==> config.mk <==
export PLATFORM = sky130hd
export DESIGN_NAME = uart7n_tx_arbiter
export DESIGN_NICKNAME = d
export VERILOG_FILES = /design/src/rtl/uart7n_tx_arbiter_pkg.sv /design/src/rtl/uart7n_tx_arbiter_picker.sv /design/src/rtl/uart7n_tx_arbiter.sv
export SDC_FILE = /design/constraint.sdc
export NUM_CORES = 1
export LEC_CHECK = 0
export ABC_CLOCK_PERIOD_IN_PS = 1700
export CAP_MARGIN = 20
export CORE_ASPECT_RATIO = 0.5
export CORE_MARGIN = 2
export CORE_UTILIZATION = 45
export CTS_CLUSTER_SIZE = 40
export DETAILED_ROUTE_END_ITERATION = 6
export GPL_ROUTABILITY_DRIVEN = 1
export PLACE_DENSITY = 0.87
export REMOVE_ABC_BUFFERS = 1
export SKIP_LAST_GASP = 1
export SYNTH_ARGS = -nofsm -noshare
export SYNTH_HDL_FRONTEND = slang
export SYNTH_SLANG_ARGS = --single-unit
export TNS_END_PERCENT = 20
==> constraint.sdc <==
create_clock -name clk_i -period 1.7 [get_ports clk_i]
set_input_delay 0.51 -clock clk_i [delete_from_list [all_inputs] [get_ports clk_i]]
set_output_delay 0.51 -clock clk_i [all_outputs]
set_load 0.01 [all_outputs]
==> src/rtl/uart7n_tx_arbiter_pkg.sv <==
// Shared definitions for the uart7n transmit arbiter: FSM encoding, frame width
// and the default watchdog length.
package uart7n_tx_arbiter_pkg;

  localparam int FRAME_W             = 7;
  localparam int DEFAULT_TIMEOUT_CYC = 1_000_000;

  typedef enum logic [1:0] {
    ST_IDLE      = 2'd0,
    ST_LAUNCH    = 2'd1,
    ST_WAIT_BUSY = 2'd2,
    ST_WAIT_DONE = 2'd3
  } state_e;

  function automatic int idx_width(input int n);
    return (n > 1) ? $clog2(n) : 1;
  endfunction

endpackage

==> src/rtl/uart7n_tx_arbiter_picker.sv <==
// Combinational round-robin picker: searches upward from the requester after the
// last grant, wrapping around, and returns the first pending one.
module uart7n_rr_picker
  import uart7n_tx_arbiter_pkg::*;
#(
  parameter int P_NUM_REQ = 4,
  parameter int P_IDX_W   = 2
) (
  input  logic [P_NUM_REQ-1:0] req_i,
  input  logic [P_IDX_W-1:0]   last_i,
  output logic [P_NUM_REQ-1:0] onehot_o,
  output logic [P_IDX_W-1:0]   idx_o,
  output logic                 any_o
);

  logic found;

  // Outer loop walks priority order; inner loop keeps every select constant.
  always_comb begin
    found    = 1'b0;
    onehot_o = '0;
    idx_o    = '0;
    for (int off = 1; off <= P_NUM_REQ; off++) begin
      for (int k = 0; k < P_NUM_REQ; k++) begin
        if (!found && req_i[k] && (k == (int'(last_i) + off) % P_NUM_REQ)) begin
          found       = 1'b1;
          onehot_o[k] = 1'b1;
          idx_o       = P_IDX_W'(k);
        end
      end
    end
    any_o = found;
  end

endmodule

==> src/rtl/uart7n_tx_arbiter.sv <==
// Shares one uart7n transmitter among several requesters: round-robin accept,
// launch pulse, wait for busy then done, with a per-wait-phase watchdog.
module uart7n_tx_arbiter
  import uart7n_tx_arbiter_pkg::*;
#(
  parameter int P_NUM_REQ     = 4,
  parameter int P_TIMEOUT_CYC = DEFAULT_TIMEOUT_CYC
) (
  input  logic                           clk_i,
  input  logic                           rst_n_i,
  input  logic [P_NUM_REQ-1:0]           req_valid_i,
  input  logic [FRAME_W*P_NUM_REQ-1:0]   req_data_i,
  output logic [P_NUM_REQ-1:0]           req_ready_o,
  output logic [idx_width(P_NUM_REQ)-1:0] grant_id_o,
  output logic [FRAME_W-1:0]             uart_data_o,
  output logic                           uart_enable_tx_o,
  input  logic                           uart_tx_busy_i,
  input  logic                           uart_tx_data_sent_i,
  output logic                           busy_o,
  output logic                           timeout_o,
  output logic [15:0]                    frame_cnt_o
);

  localparam int IDX_W = idx_width(P_NUM_REQ);
  localparam int WD_W  = $clog2(P_TIMEOUT_CYC + 1);
  localparam logic [WD_W-1:0]  WD_LAST    = WD_W'(P_TIMEOUT_CYC - 1);
  localparam logic [IDX_W-1:0] LAST_RESET = IDX_W'(P_NUM_REQ - 1);

  logic [1:0] rst_sync_q;
  logic       rst_sync_n;

  state_e                 state_q, state_d;
  logic [IDX_W-1:0]       last_grant_q, last_grant_d;
  logic [P_NUM_REQ-1:0]   ready_q, ready_d;
  logic [IDX_W-1:0]       grant_id_q, grant_id_d;
  logic [FRAME_W-1:0]     uart_data_q, uart_data_d;
  logic                   enable_q, enable_d;
  logic                   busy_q, busy_d;
  logic                   timeout_q, timeout_d;
  logic [15:0]            frame_cnt_q, frame_cnt_d;
  logic [WD_W-1:0]        wdog_q, wdog_d;

  logic [P_NUM_REQ-1:0]   pick_onehot;
  logic [IDX_W-1:0]       pick_idx;
  logic                   pick_any;
  logic [FRAME_W-1:0]     pick_data;

  // Reset asserts immediately but releases only after two clock edges.
  always_ff @(posedge clk_i or negedge rst_n_i) begin
    if (!rst_n_i) rst_sync_q <= 2'b00;
    else          rst_sync_q <= {rst_sync_q[0], 1'b1};
  end
  assign rst_sync_n = rst_sync_q[1];

  uart7n_rr_picker #(
    .P_NUM_REQ (P_NUM_REQ),
    .P_IDX_W   (IDX_W)
  ) u_picker (
    .req_i    (req_valid_i),
    .last_i   (last_grant_q),
    .onehot_o (pick_onehot),
    .idx_o    (pick_idx),
    .any_o    (pick_any)
  );

  always_comb begin
    pick_data = '0;
    for (int k = 0; k < P_NUM_REQ; k++) begin
      if (pick_idx == IDX_W'(k)) pick_data = req_data_i[k*FRAME_W +: FRAME_W];
    end
  end

  // The launch pulse is issued together with the accept so it is high
  // for exactly the LAUNCH cycle; watchdog restarts on each wait-state entry.
  always_comb begin
    state_d      = state_q;
    last_grant_d = last_grant_q;
    ready_d      = '0;
    grant_id_d   = grant_id_q;
    uart_data_d  = uart_data_q;
    enable_d     = 1'b0;
    timeout_d    = 1'b0;
    frame_cnt_d  = frame_cnt_q;
    wdog_d       = wdog_q + WD_W'(1);
    case (state_q)
      ST_IDLE: begin
        wdog_d = '0;
        if (pick_any) begin
          ready_d      = pick_onehot;
          grant_id_d   = pick_idx;
          last_grant_d = pick_idx;
          uart_data_d  = pick_data;
          enable_d     = 1'b1;
          state_d      = ST_LAUNCH;
        end
      end
      ST_LAUNCH: begin
        wdog_d  = '0;
        state_d = ST_WAIT_BUSY;
      end
      ST_WAIT_BUSY: begin
        if (uart_tx_busy_i) begin
          wdog_d  = '0;
          state_d = ST_WAIT_DONE;
        end else if (wdog_q == WD_LAST) begin
          timeout_d = 1'b1;
          state_d   = ST_IDLE;
        end
      end
      ST_WAIT_DONE: begin
        if (uart_tx_data_sent_i && !uart_tx_busy_i) begin
          frame_cnt_d = frame_cnt_q + 16'd1;
          state_d     = ST_IDLE;
        end else if (wdog_q == WD_LAST) begin
          timeout_d = 1'b1;
          state_d   = ST_IDLE;
        end
      end
      default: state_d = ST_IDLE;
    endcase
    busy_d = (state_d != ST_IDLE);
  end

  always_ff @(posedge clk_i or negedge rst_sync_n) begin
    if (!rst_sync_n) begin
      state_q      <= ST_IDLE;
      last_grant_q <= LAST_RESET;
      ready_q      <= '0;
      grant_id_q   <= '0;
      uart_data_q  <= '0;
      enable_q     <= 1'b0;
      busy_q       <= 1'b0;
      timeout_q    <= 1'b0;
      frame_cnt_q  <= '0;
      wdog_q       <= '0;
    end else begin
      state_q      <= state_d;
      last_grant_q <= last_grant_d;
      ready_q      <= ready_d;
      grant_id_q   <= grant_id_d;
      uart_data_q  <= uart_data_d;
      enable_q     <= enable_d;
      busy_q       <= busy_d;
      timeout_q    <= timeout_d;
      frame_cnt_q  <= frame_cnt_d;
      wdog_q       <= wdog_d;
    end
  end

  assign req_ready_o      = ready_q;
  assign grant_id_o       = grant_id_q;
  assign uart_data_o      = uart_data_q;
  assign uart_enable_tx_o = enable_q;
  assign busy_o           = busy_q;
  assign timeout_o        = timeout_q;
  assign frame_cnt_o      = frame_cnt_q;

endmodule

# Word-level counts from Yosys, hierarchy flattened
# Cells that the tools add are included.
[word_totals] out_inout_bits=32 regBits=58 inputBits=36
[op_classes] addsub=6 n_reduce_logical=62 bitwise_logic=4 eq_ne=19 n_mux=65
[ops] operator="$logic_not 32->1" n=4
[ops] operator="$pmux 20 s2" n=1
[ops] operator="$mux 1" n=37
[ops] operator="$mux 2" n=18
[ops] operator="$logic_and 1x1->1" n=32
[ops] operator="$mux 7" n=4
[ops] operator="$eq 3x3->1 const A" n=8
[ops] operator="$add 20x1->20 const B" n=1
[ops] operator="$eq 20x20->1 const B" n=1
[ops] operator="$mux 20" n=1
[ops] operator="$add 16x1->16 const B" n=1
[ops] operator="$logic_not 1->1" n=16
[ops] operator="$eq 2x3->1 const A" n=4
[ops] operator="$reduce_or 2->1" n=5
[ops] operator="$eq 2x2->1 const B" n=4
[ops] operator="$mux 4" n=2
[ops] operator="$pmux 2 s4" n=1
[ops] operator="$add 2x1->2 const B" n=2
[ops] operator="$add 2x2->2 const B" n=2
[ops] operator="$and 1x1->1 const A" n=4
[ops] operator="$eq 2x1->1 const B" n=2
[ops] operator="$logic_not 2->1" n=2
[ops] operator="$reduce_and 2->1" n=2
[ops] operator="$pmux 1 s2" n=1
[ops] operator="$reduce_bool 2->1" n=1

# Depth between registers and ports, before layout
# Gate-level depths: netlist (run 1).
[depth] ltp_word=71 mapped_depth=8 ltp_nobuf=6

# Cells and area by module
# From an unflattened synthesis (run 1), not the netlist that was laid out.
[hier_totals] hier_cells=278 hier_area_um2=2870.3
[modules_own_cells] module="uart7n_tx_arbiter" area_per_inst_um2=2718.9 n_inst=1 seq_area_each_um2=1453.9 cells_each=254
[modules_own_cells] module="uart7n_rr_picker" area_per_inst_um2=151.4 n_inst=1 seq_area_each_um2=0.0 cells_each=24

# Worst setup path after synthesis (run 1)
# Ideal clock, no wire load.
[synth_timing] kind="in2reg" from="in req_valid_i[1]" to="reg grant_id_q[1], in the netlist grant_id_o[1]" path_slack_ps=7 n_path_buf=3 stages=8 t_arrival_ps=1575 required_time_ps=1582 path_cell_list="buf_6 -> nor4_2 -> nand2b_1 -> buf_6 -> inv_2 -> buf_6 -> and2_1 -> a21o_1"
[synth_via] elab_chain_len=60 word_cells_on_any_way=74 cone_classes="29 x mux; 45 x reduce/logical"
[synth_lines] element="start: declaration" line="uart7n_tx_arbiter.sv:11" source="input logic [P_NUM_REQ-1:0] req_valid_i,"
[synth_lines] element="$logic_and 1x1->1 (2 in series)" line="uart7n_tx_arbiter_picker.sv:25" source="if (!found && req_i[k] && (k == (int'(last_i) + off) % P_NUM_REQ)) begin"
[synth_lines] element="$mux 1" line="uart7n_tx_arbiter_picker.sv:25"
[synth_lines] element="$logic_not 1->1" line="uart7n_tx_arbiter_picker.sv:25"
[synth_lines] element="$logic_and 1x1->1 (2 in series)" line="uart7n_tx_arbiter_picker.sv:25"
[synth_lines] element="$mux 1" line="uart7n_tx_arbiter_picker.sv:25"
[synth_lines] element="$logic_not 1->1" line="uart7n_tx_arbiter_picker.sv:25"
[synth_lines] element="$logic_and 1x1->1 (2 in series)" line="uart7n_tx_arbiter_picker.sv:25"
[synth_lines] element="$mux 1" line="uart7n_tx_arbiter_picker.sv:25"
[synth_lines] element="[39 not listed]"
[synth_lines] element="$mux 1" line="uart7n_tx_arbiter_picker.sv:25"
[synth_lines] element="$logic_not 1->1" line="uart7n_tx_arbiter_picker.sv:25"
[synth_lines] element="$logic_and 1x1->1 (2 in series)" line="uart7n_tx_arbiter_picker.sv:25"
[synth_lines] element="$mux 1" line="uart7n_tx_arbiter_picker.sv:25"
[synth_lines] element="$logic_not 1->1" line="uart7n_tx_arbiter_picker.sv:25"
[synth_lines] element="$logic_and 1x1->1 (2 in series)" line="uart7n_tx_arbiter_picker.sv:25"
[synth_lines] element="$mux 1" line="uart7n_tx_arbiter_picker.sv:25"
[synth_lines] element="$reduce_and 2->1 (no source line)"
[synth_lines] element="end signal: assignment" line="uart7n_tx_arbiter.sv:140" source="grant_id_q <= grant_id_d;"
[synth_lines] element="end: declaration" line="uart7n_tx_arbiter.sv:35" source="logic [IDX_W-1:0] grant_id_q, grant_id_d;"
# Parallel ways exist; a longest one is shown, timed or not.
# A chain may end at the register's enable or synchronous reset.

# Final worst setup path (run 1)
[layout_timing] from="reg wdog_q[6]" to="reg wdog_q[14]"
[layout_via] elab_chain_len=3
[layout_lines] element="start: declaration" line="uart7n_tx_arbiter.sv:41" source="logic [WD_W-1:0] wdog_q, wdog_d;"
[layout_lines] element="start signal: assignment" line="uart7n_tx_arbiter.sv:146" source="wdog_q <= wdog_d;"
[layout_lines] element="$add 20x1->20 *" line="uart7n_tx_arbiter.sv:84" source="wdog_d = wdog_q + WD_W'(1);"
[layout_lines] element="$mux 20" line="uart7n_tx_arbiter.sv:102" source="if (uart_tx_busy_i) begin"
[layout_lines] element="$pmux 20 s2 *" line="uart7n_tx_arbiter.sv:85" source="case (state_q)"
[layout_lines] element="net wdog_d[14]" line="uart7n_tx_arbiter.sv:41"
# Mark *: on every way through the listed nets, which the timed path passes. The rest lies on a longest branch.

==> impl_metrics.ini, run 1 <==
[run_status]
status = finished with violations
violations = negative setup slack

[global_routing]
grt_max_degree = 57
antenna_found_initial = 0
grt_pass1_vias = 2723
grt_pass1_wl_mm = 13.5
track_usage_pct = 26.2
gr-total-overflow = 0

[worst_setup_path]
required_ns = 1.91
critical_path_buf_inv_count = 0
cp_slowest_cell = nor4_4
worstSetupStartpointType = flop
max_stage_delay_ns = 0.51
cp.arrival_ns = 2.09
critPathKind = flop to flop
endpoint_kind = flop
crit_chain = nand4_1 -> nor4_4 -> nand3_1 -> xor2_1 -> nor2_1
worstPathMaxFanout = 6
crit_family = simple AND/OR/NAND/NOR gates

[placement]
routabilityCongestion = 0.878
numPortBuffers = 67
place_hpwl_mm = 5.26

[clocking]
clockBufferDepth = 2
clk_pin_slew_ns = 0.05
cts_sinks = 58
clk_latency_ns = 0.33
numCtsBuffers = 9
tritoncts = yes
clockRootBuffer = clkbuf_16
h-tree-depth = 3
hold_buffers = 0

[synthesis]
synthTopCellsByArea = dfrtp_1 (49%), nor2_1 (5.7%), xor2_1 (5.2%), xnor2_1 (4.9%), nand3_1 (3.0%)
synthFlopType = dfrtp_1
yosys.area_share.simple_pct = 22.6
ys_seq_area_share_pct = 51.0
synth_top_area_share_pct = 49.2
synth_compound_area_share_pct = 10.9
yosysTopAreaCell = dfrtp_1
synth.cell_area_sq_mm = 0.00285
yosysWarningCount = 0
yosys.area_share.xor_xnor_pct = 10.1
synth-async-reset-ratio_pct = 100
syn_avg_cell_area_sq_um = 10.4
ys_types = 49
synth_edf_count = 0
yosys-top-cells-count = dfrtp_1 (56), nor2_1 (43), nand2_1 (18)
synth_top_family_by_area = simple AND/OR/NAND/NOR gates
synth_adder_area_share_pct = 0.878
netlist_instances = 275
synth_seq_cells = 58
yosysMostFrequentCell = dfrtp_1
muxShareOfSynthArea_pct = 0.351

[die]
dieArea_sq_mm = 0.00702
fp.dieH_um = 60.3
start_util_pct = 46.9
die_w_um = 117
coreArea_sq_mm = 0.00608
io_pins = 68
rows = 20

[layout]
multi_input_area_sq_mm = 0.00136
num-fill-cells = 404
drive_gt1_share_pct = 21.8
final_nets = 419
area_delta_synth_final_pct = 49.0
seq_area_sq_mm = 0.00146
diodes = 0
post-route-util_pct = 69.8

[sta]
hold_viol = 0
setup-violations-final = 27
rsz0062_at_grt = yes
setup_ws_ns = -0.181
min_period_ns = 1.88
fmax_mhz = 532
finalMaxSlewViolations = 0
finClkSkew_ns = 0.00696
fin_crit_sh_pct = 111

[drt]
vias = 2728
drc = 0
drtAntennaViolNets = 0
viasPerCell = 5.77
first_iter_violations = 243
drt-pass1-iter-count = 5
postRouteWirelength_mm = 9.10
wl_per_cell_um = 19.2

[pwr]
p_total_uw = 5420
power.density_mw_per_mm2 = 1280
power.leakage_uw = 0.00200
irDropWorstVdd_mv = 0.622

[flow_run]
maxCapViolations = 0

[min_path]
hp-class = flop to async pin
## where the power goes
part	switching (uW)	total [uW]	leakage, uW	internal (uW)
Clock	625	1670	0.000138	1050
Combinational	870	1790	0.00113	924
Sequential	285	1950	0.000738	1660
## layout make-up
class                           count  area share, %
Inverter                           10          0.884
Clock buffer                       12           6.04
Multi-Input combinational cell    196           31.9
Timing Repair Buffer              106           23.8
Sequential cell                    58           34.4
Tap cell                           88           2.59
Clock inverter                      3          0.354
## cell usage in the layout, fill, tap and decap left out, types with 3 or more instances in the layout
cell	instances
dfrtp_1	52
clkdlybuf4s50_1	51
nor2_1	42
buf_4	37
nand2_1	18
nand3_1	17
xor2_1	16
xnor2_1	16
dlymetal6s2s_1	11
clkbuf_16	9
inv_1	8
a31oi_1	7
and3_1	6
nand4_1	6
o2bb2ai_1	6
a22oi_1	5
a21oi_1	4
nand2b_1	4
dfrtp_2	4
dlygate4sd2_1	4
and4_1	3
nor2_2	3
nor4_4	3
a32oi_1	3
clkinv_2	3
## registers in the layout, indices dropped and copies added (netlist names)
register / count
wdog_q: 20
frame_cnt_o: 16
uart_data_o: 7
req_ready_o: 4
grant_id_o: 2
last_grant_q: 2
rst_sync_q: 2
state_q: 2
busy_o: 1
timeout_o: 1
uart_enable_tx_o: 1
## stage by stage
step | instances | setup TNS, ns | hold WS (ns) | setup WS (ns) | area [sq um]
5_1_grt | 473 | -3.06 | 0.314 | -0.226 | 4250
6_report | 473 | -1.49 | 0.261 | -0.181 | 4250
2_1_floorplan | 264 | -7.68 | 0.214 | -0.277 | 2780
3_3_place_gp | 453 | -11.21 | 0.267 | -0.557 | 3840
4_1_cts | 468 | -2.38 | 0.291 | -0.141 | 4170
3_5_place_dp | 453 | -13.28 | 0.274 | -0.761 | 3840
## final timing paths
check / startpoint / to / slack [ns] / depth (start not counted)
max reg2reg: wdog_q[6] / wdog_q[14] / -0.18 / 5
max: wdog_q[6] / wdog_q[14] / -0.18 / 5
min: rst_sync_q[1] / frame_cnt_o[7] / 0.26 / 1
min reg2reg: rst_sync_q[1] / frame_cnt_o[7] / 0.26 / 1
max in group asynchronous: rst_sync_q[1] / last_grant_q[0] / 1.13 / 1
min in group clk_i: rst_sync_q[0] / rst_sync_q[1] / 0.36 / 0
## routing by layer
metal / wire length (um) / track usage [%]
met5: 0 / 0
met4: 464 / 15.3
met3: 535 / 7.71
met2: 4670 / 46.6
met1: 3430 / 28.6
## worst reg2reg max path: cells and delay by family, from the launching register on
kind	cells	cell delay [ns]
flip-flops	1	0.48
XOR/XNOR	1	0.21
AND/OR/NAND/NOR	4	1.07
## cell families after synthesis
kind of cell / count (synthesis)
AO/OA/AOI/OAI: 41
XOR/XNOR: 33
adder cells (fa/ha/maj): 2
buffers and inverters: 21
flip-flops: 58
multiplexers: 1
other: 1
AND/OR/NAND/NOR: 118
## what timing repair did
| action | 4_1_cts | 5_1_grt |
|---|---|---|
| endpoints found under the setup margin | 54 | 60 |
| pin swaps | 3 | 2 |
| gates resized for setup | 21 | 13 |
| setup buffers | 0 | 5 |
(Power assumes the default switching activity.)
==> inputs of run 2 (changes only) <==
--- a/config.mk
+++ b/config.mk
@@ -7,7 +7,6 @@
 export LEC_CHECK = 0
 export ABC_CLOCK_PERIOD_IN_PS = 1700
 export CAP_MARGIN = 20
-export CORE_ASPECT_RATIO = 0.5
 export CORE_MARGIN = 2
 export CORE_UTILIZATION = 45
 export CTS_CLUSTER_SIZE = 40
==> run 2 against run 1 <==
  * Worst hold slack got worse by 0.0060 ns
  * Global-route usage fell by 4.5 points
  * Maximum frequency is 4.7% higher
  * Total power shrank 2.5%
  * Critical path type is now flop to output port
  * First-iteration DRC count decreased by 22%
  * Die area is 0.55% lower
  * Non-clock buffer count increased by 12
  * Critical path depth decreased by 4
  * Sequential share of layout area decreased by 0.32 points
  * Critical endpoint is now grant_id_o[0]
  * The flow still finishes with violations (negative setup slack)
  * Via count is 4.4% lower
  * Largest power group unchanged
==> impl_metrics.ini, run 2 (synthesis results as in run 1) <==
[global_routing]
grt_pass1_wl_mm = 12.2
track_usage_pct = 21.8
antenna_found_initial = 0
grt_pass1_vias = 2598
grt_max_degree = 57
gr-total-overflow = 0

[worst_setup_path]
critPathKind = flop to output port
cp_slowest_cell = clkdlybuf4s50_1
reg2reg_from = last_grant_q[1]
crit_chain = clkdlybuf4s50_1
max_stage_delay_ns = 0.55
rr_endpoint = uart_data_o[5]
worstPathMaxFanout = 2
critical_path_buf_inv_count = 1
worstSetupStartpointType = flop
ff2ff_setup_slack_ns = -0.04
crit_family = buffers and inverters
r2r_cells = 5
cp.arrival_ns = 1.29
endpoint_kind = output port
required_ns = 1.19

[clocking]
hold_buffers = 0
tritoncts = yes
clk_pin_slew_ns = 0.07
clockBufferDepth = 2
numCtsBuffers = 9
clockRootBuffer = clkbuf_8
clk_latency_ns = 0.34
cts_sinks = 58
h-tree-depth = 3

[layout]
area_delta_synth_final_pct = 50.5
post-route-util_pct = 71.2
layout_common_cells = clkdlybuf4s50_1 (52), dfrtp_1 (51), buf_4 (46), nor2_1 (43), nand2_1 (18)
layout_commonest_cell = clkdlybuf4s50_1
diodes = 0
num-fill-cells = 419
final_nets = 431
largest_reg_flops = 20
drive_gt1_share_pct = 24.6
finalNonFillerCells = 473
regMostFlops = wdog_q

[sta]
fmax_mhz = 557
finalMaxSlewViolations = 0
fin_crit_sh_pct = 106
finClkSkew_ns = 0.00729
rsz0062_at_grt = yes
setup-violations-final = 28
min_period_ns = 1.80
setup_ws_ns = -0.0966
hold_viol = 0
setup_tns_ns = -1.19

[pwr]
p_total_uw = 5280
power.density_mw_per_mm2 = 1230
power.leakage_uw = 0.00206
irDropWorstVdd_mv = 0.733

[drt]
drt-pass1-iter-count = 5
postRouteWirelength_mm = 7.92
drc = 0
drtAntennaViolNets = 0
vias = 2609
wl_per_cell_um = 16.7
first_iter_violations = 190
viasPerCell = 5.52

[placement]
dp.cells = 443
post-place-ws_ns = -0.686
numPortBuffers = 67
routabilityCongestion = 0.902
place_hpwl_mm = 5.01

[flow_run]
maxCapViolations = 0

[die]
rows = 28
die_w_um = 83.6
fp.dieH_um = 83.6
io_pins = 68
coreArea_sq_mm = 0.00603
start_util_pct = 47.3
dieArea_sq_mm = 0.00698

[run_status]
status = finished with violations
violations = negative setup slack

[min_path]
hp-class = flop to async pin
run 2: changes by cell type in the layout (fill, tap and decap cells not counted), sizes merged:
cell           before  now
clkdlybuf4s50      51   52
clkbuf             12   13
buf                39   52
clkinv              3    2
dlymetal6s2s       11    9
bufinv              0    2
clkdlybuf4s15       1    0
run 2: area by class of cell:
cell class / count / area [sq um] / share of cell area [%]
flip-flops and latches: 58 / 1460 / 34.0
clock buffers: 12 / 155 / 3.62
inverters: 10 / 40.0 / 0.933
well taps: 75 / 93.8 / 2.19
multi-input cells: 196 / 1370 / 31.9
repair buffers: 118 / 1100 / 25.6
clock inverters: 4 / 73.8 / 1.72
run 2: stage by stage:
step,hold WS [ns],area [sq um]
after floorplan,0.214,2780
after global placement,0.267,3840
after detailed placement,0.273,3840
after CTS,0.276,4130
after global routing,0.298,4290
final,0.255,4290
run 2: repair_timing:
action | 4_1_cts | 5_1_grt
buffers inserted | 3 | 11
pin swaps | 2 | 3
endpoints found under the setup margin | 51 | 52
gates resized for setup | 15 | 27
hold endpoints to repair | 0 | 0
gates cloned | 0 | 0
run 2: routing by layer:
layer  vias to the layer above  wire length (um)  track usage [%]
met4                         0               207             9.68
met3                        19               444             5.04
met2                       114              4220             37.3
li1                       1201                 -                -
met1                      1275              3050             26.0
met5                         -                 0                0
run 2: report_power, final:
part | switching (uW) | total [uW] | internal, uW
combinational | 919 | 1900 | 983
clock | 557 | 1460 | 906
sequential | 259 | 1920 | 1660
total | 1730 | 5280 | 3540
run 2: how the worst max path moves through the flow:
| stage | start | to | slack (ns) | cells after the start |
|---|---|---|---|---|
| after floorplan | uart_tx_busy_i | wdog_q[10] | -0.28 | 3 |
| after global placement | req_valid_i[1] | uart_data_o[4] | -0.61 | 5 |
| after detailed placement | req_valid_i[1] | uart_data_o[5] | -0.69 | 8 |
| after CTS | frame_cnt_o[4] | frame_cnt_o[4] | -0.19 | 1 |
| after global routing | frame_cnt_o[13] | frame_cnt_o[13] | -0.14 | 1 |
| final | grant_id_o[0] | grant_id_o[0] | -0.1 | 1 |
==> inputs of run 3 (changes only) <==
==> constraint.sdc (replaced) <==
create_clock -name clk_i -period 1.7 [get_ports clk_i]
set_input_delay 0.255 -clock clk_i [delete_from_list [all_inputs] [get_ports clk_i]]
set_output_delay 0.255 -clock clk_i [all_outputs]
set_load 0.01 [all_outputs]
==> run 3 against run 2 <==
  * The run now ends clean
  * Critical path depth increased by 6
  * Clock skew about the same
  * Sequential share of layout area increased by 1.4 points
  * Cell count decreased by 2.5%
  * Count of clock-buffer cells in the layout unchanged
  * Maximum frequency increased by 7.6%
  * Total power decreased by 7.6%
  * Highest routed layer unchanged
  * Register-to-register slack improved by 0.09 ns
  * Combinational power decreased by 7%
  * Via count decreased by 3.4%
  * First-iteration DRC count decreased by 27%
  * Die area unchanged
  * Critical endpoint is now uart_data_o[1]
==> impl_metrics.ini, run 3 (synthesis results as in run 1) <==
[run_status]
status = completed

[clocking]
numCtsBuffers = 9
hold_buffers = 0
clockRootBuffer = clkbuf_8
clk_pin_slew_ns = 0.06
cts_sinks = 58
clk_latency_ns = 0.34
h-tree-depth = 3
tritoncts = yes
clockBufferDepth = 2

[min_path]
hp-class = input pin to async pin

[sta]
finClkSkew_ns = 0.00688
setup-violations-final = 0
rsz0062_at_grt = yes
worst_pin_slew_ns = 0.555
slew_headroom_pct = 63.0
hold_viol = 0
setup_ws_ns = 0.0310
fmax_mhz = 599
finalMaxSlewViolations = 0
min_period_ns = 1.67
fin_crit_sh_pct = 98.2

[drt]
drc = 0
first_iter_violations = 139
drtAntennaViolNets = 0
drt-pass1-iter-count = 4
vias = 2521
postRouteWirelength_mm = 7.48
wl_per_cell_um = 16.2
viasPerCell = 5.47

[pwr]
power.share.combinational_pct = 36.3
power.switching_uw = 1620
seq_power_share_pct = 39.4
p_total_uw = 4880
power.density_mw_per_mm2 = 1190
power_frac_clock_pct = 24.3
p_int_uw = 3260
power.leakage_uw = 0.00181
irDropWorstVdd_mv = 0.696
netSwitchingFraction_pct = 33.2

[placement]
routabilityCongestion = 0.963
place_hpwl_mm = 5.23
post-place-ws_ns = -0.419
numPortBuffers = 67
placed_area_sq_mm = 0.00384

[global_routing]
grt_pass1_vias = 2587
antenna_found_initial = 0
track_usage_pct = 22.0
gr-total-overflow = 0
grt_max_degree = 26
grt_pass1_wl_mm = 12.2

[worst_setup_path]
cp.arrival_ns = 1.91
r2r_cells = 6
worstPathMaxFanout = 6
worstSetupStartpointType = input pin
required_ns = 1.95
critPathKind = input pin to flop
endpoint_kind = flop

[die]
io_pins = 68
dieArea_sq_mm = 0.00698
fp.dieH_um = 83.6
coreArea_sq_mm = 0.00603
rows = 28
die_w_um = 83.6
start_util_pct = 47.3

[layout]
layout_commonest_cell = clkdlybuf4s50_1
diodes = 0
post-route-util_pct = 68.1
regMostFlops = wdog_q
drive_gt1_share_pct = 19.9
area_delta_synth_final_pct = 44.0
largest_reg_flops = 20
final_nets = 419
num-fill-cells = 437
multi_input_area_sq_mm = 0.00135
seq_area_sq_mm = 0.00146
final_area_sq_mm = 0.00410
layout_common_cells = clkdlybuf4s50_1 (65), dfrtp_1 (55), nor2_1 (42), buf_4 (37), nand2_1 (18)

[flow_run]
maxCapViolations = 0
-- run 3: changes by cell type in the layout (fill, tap and decap cells not counted), sizes merged --
cell	previous run	this run
bufinv	2	1
dlygate4sd2	4	0
clkinv	2	3
buf	52	38
dlymetal6s2s	9	2
clkdlybuf4s50	52	65
-- run 3: path summary, 6_finish.rpt --
path / startpoint / end / slack, ns
max: req_valid_i[0] / uart_data_o[1] / 0.03
min: rst_n_i / rst_sync_q[0] / 0.08
max reg2reg: last_grant_q[0] / uart_data_o[5] / 0.05
min reg2reg: rst_sync_q[1] / req_ready_o[0] / 0.26
max in group asynchronous: rst_sync_q[1] / wdog_q[7] / 0.83
min in group clk_i: rst_sync_q[0] / rst_sync_q[1] / 0.36
-- run 3: cell type report --
| type | instances | share of cell area (%) |
|---|---|---|
| Clock buffer | 12 | 3.29 |
| Clock inverter | 4 | 1.10 |
| Inverter | 10 | 0.915 |
| Multi-Input combinational cell | 196 | 33.0 |
| Sequential cell | 58 | 35.5 |
| Tap cell | 75 | 2.29 |
| Timing Repair Buffer | 106 | 23.9 |
-- run 3: timing repair --
action	4_1_cts	5_1_grt
setup endpoints to repair	6	17
gates cloned	0	0
resized for setup	1	14
setup buffers	0	1
pin swaps	0	1
-- run 3: per-layer routing --
| metal | vias to the layer above | routed length [um] | GRT usage (%) |
|---|---|---|---|
| li1 | 1180 | - | - |
| met1 | 1239 | 2920 | 25.2 |
| met2 | 88 | 4100 | 40.4 |
| met3 | 14 | 359 | 6.13 |
| met4 | 0 | 99 | 5.28 |
| met5 | - | 0 | 0 |
-- run 3: worst max-delay path, stage by stage --
cell and delay [ns]:
clkdlybuf4s50_1 0.49, nor3_1 0.45, a221oi_4 0.07, nor2b_2 0.24, nor2_2 0.07, buf_4 0.16
a31oi_1 0.18
-- run 3: metrics by stage --
step | std cells | hold WS, ns | setup TNS [ns]
after floorplan | 264 | -0.0406 | -4.98
after global placement | 444 | 0.255 | -3.80
after detailed placement | 444 | 0.269 | -4.95
after CTS | 460 | 0.0781 | -0.0322
after global routing | 461 | 0.0816 | -0.323
final | 461 | 0.0848 | 0
-- run 3: power by group through the flow --
stage / Clock (uW) / Combinational [uW] / Sequential, uW
floorplan: 0 / 644 / 2000
finish: 1180 / 1770 / 1920
global placement: 0 / 1580 / 1920
detailed placement: 0 / 1640 / 1940
CTS: 1200 / 1660 / 1920
global route: 1270 / 1920 / 1950
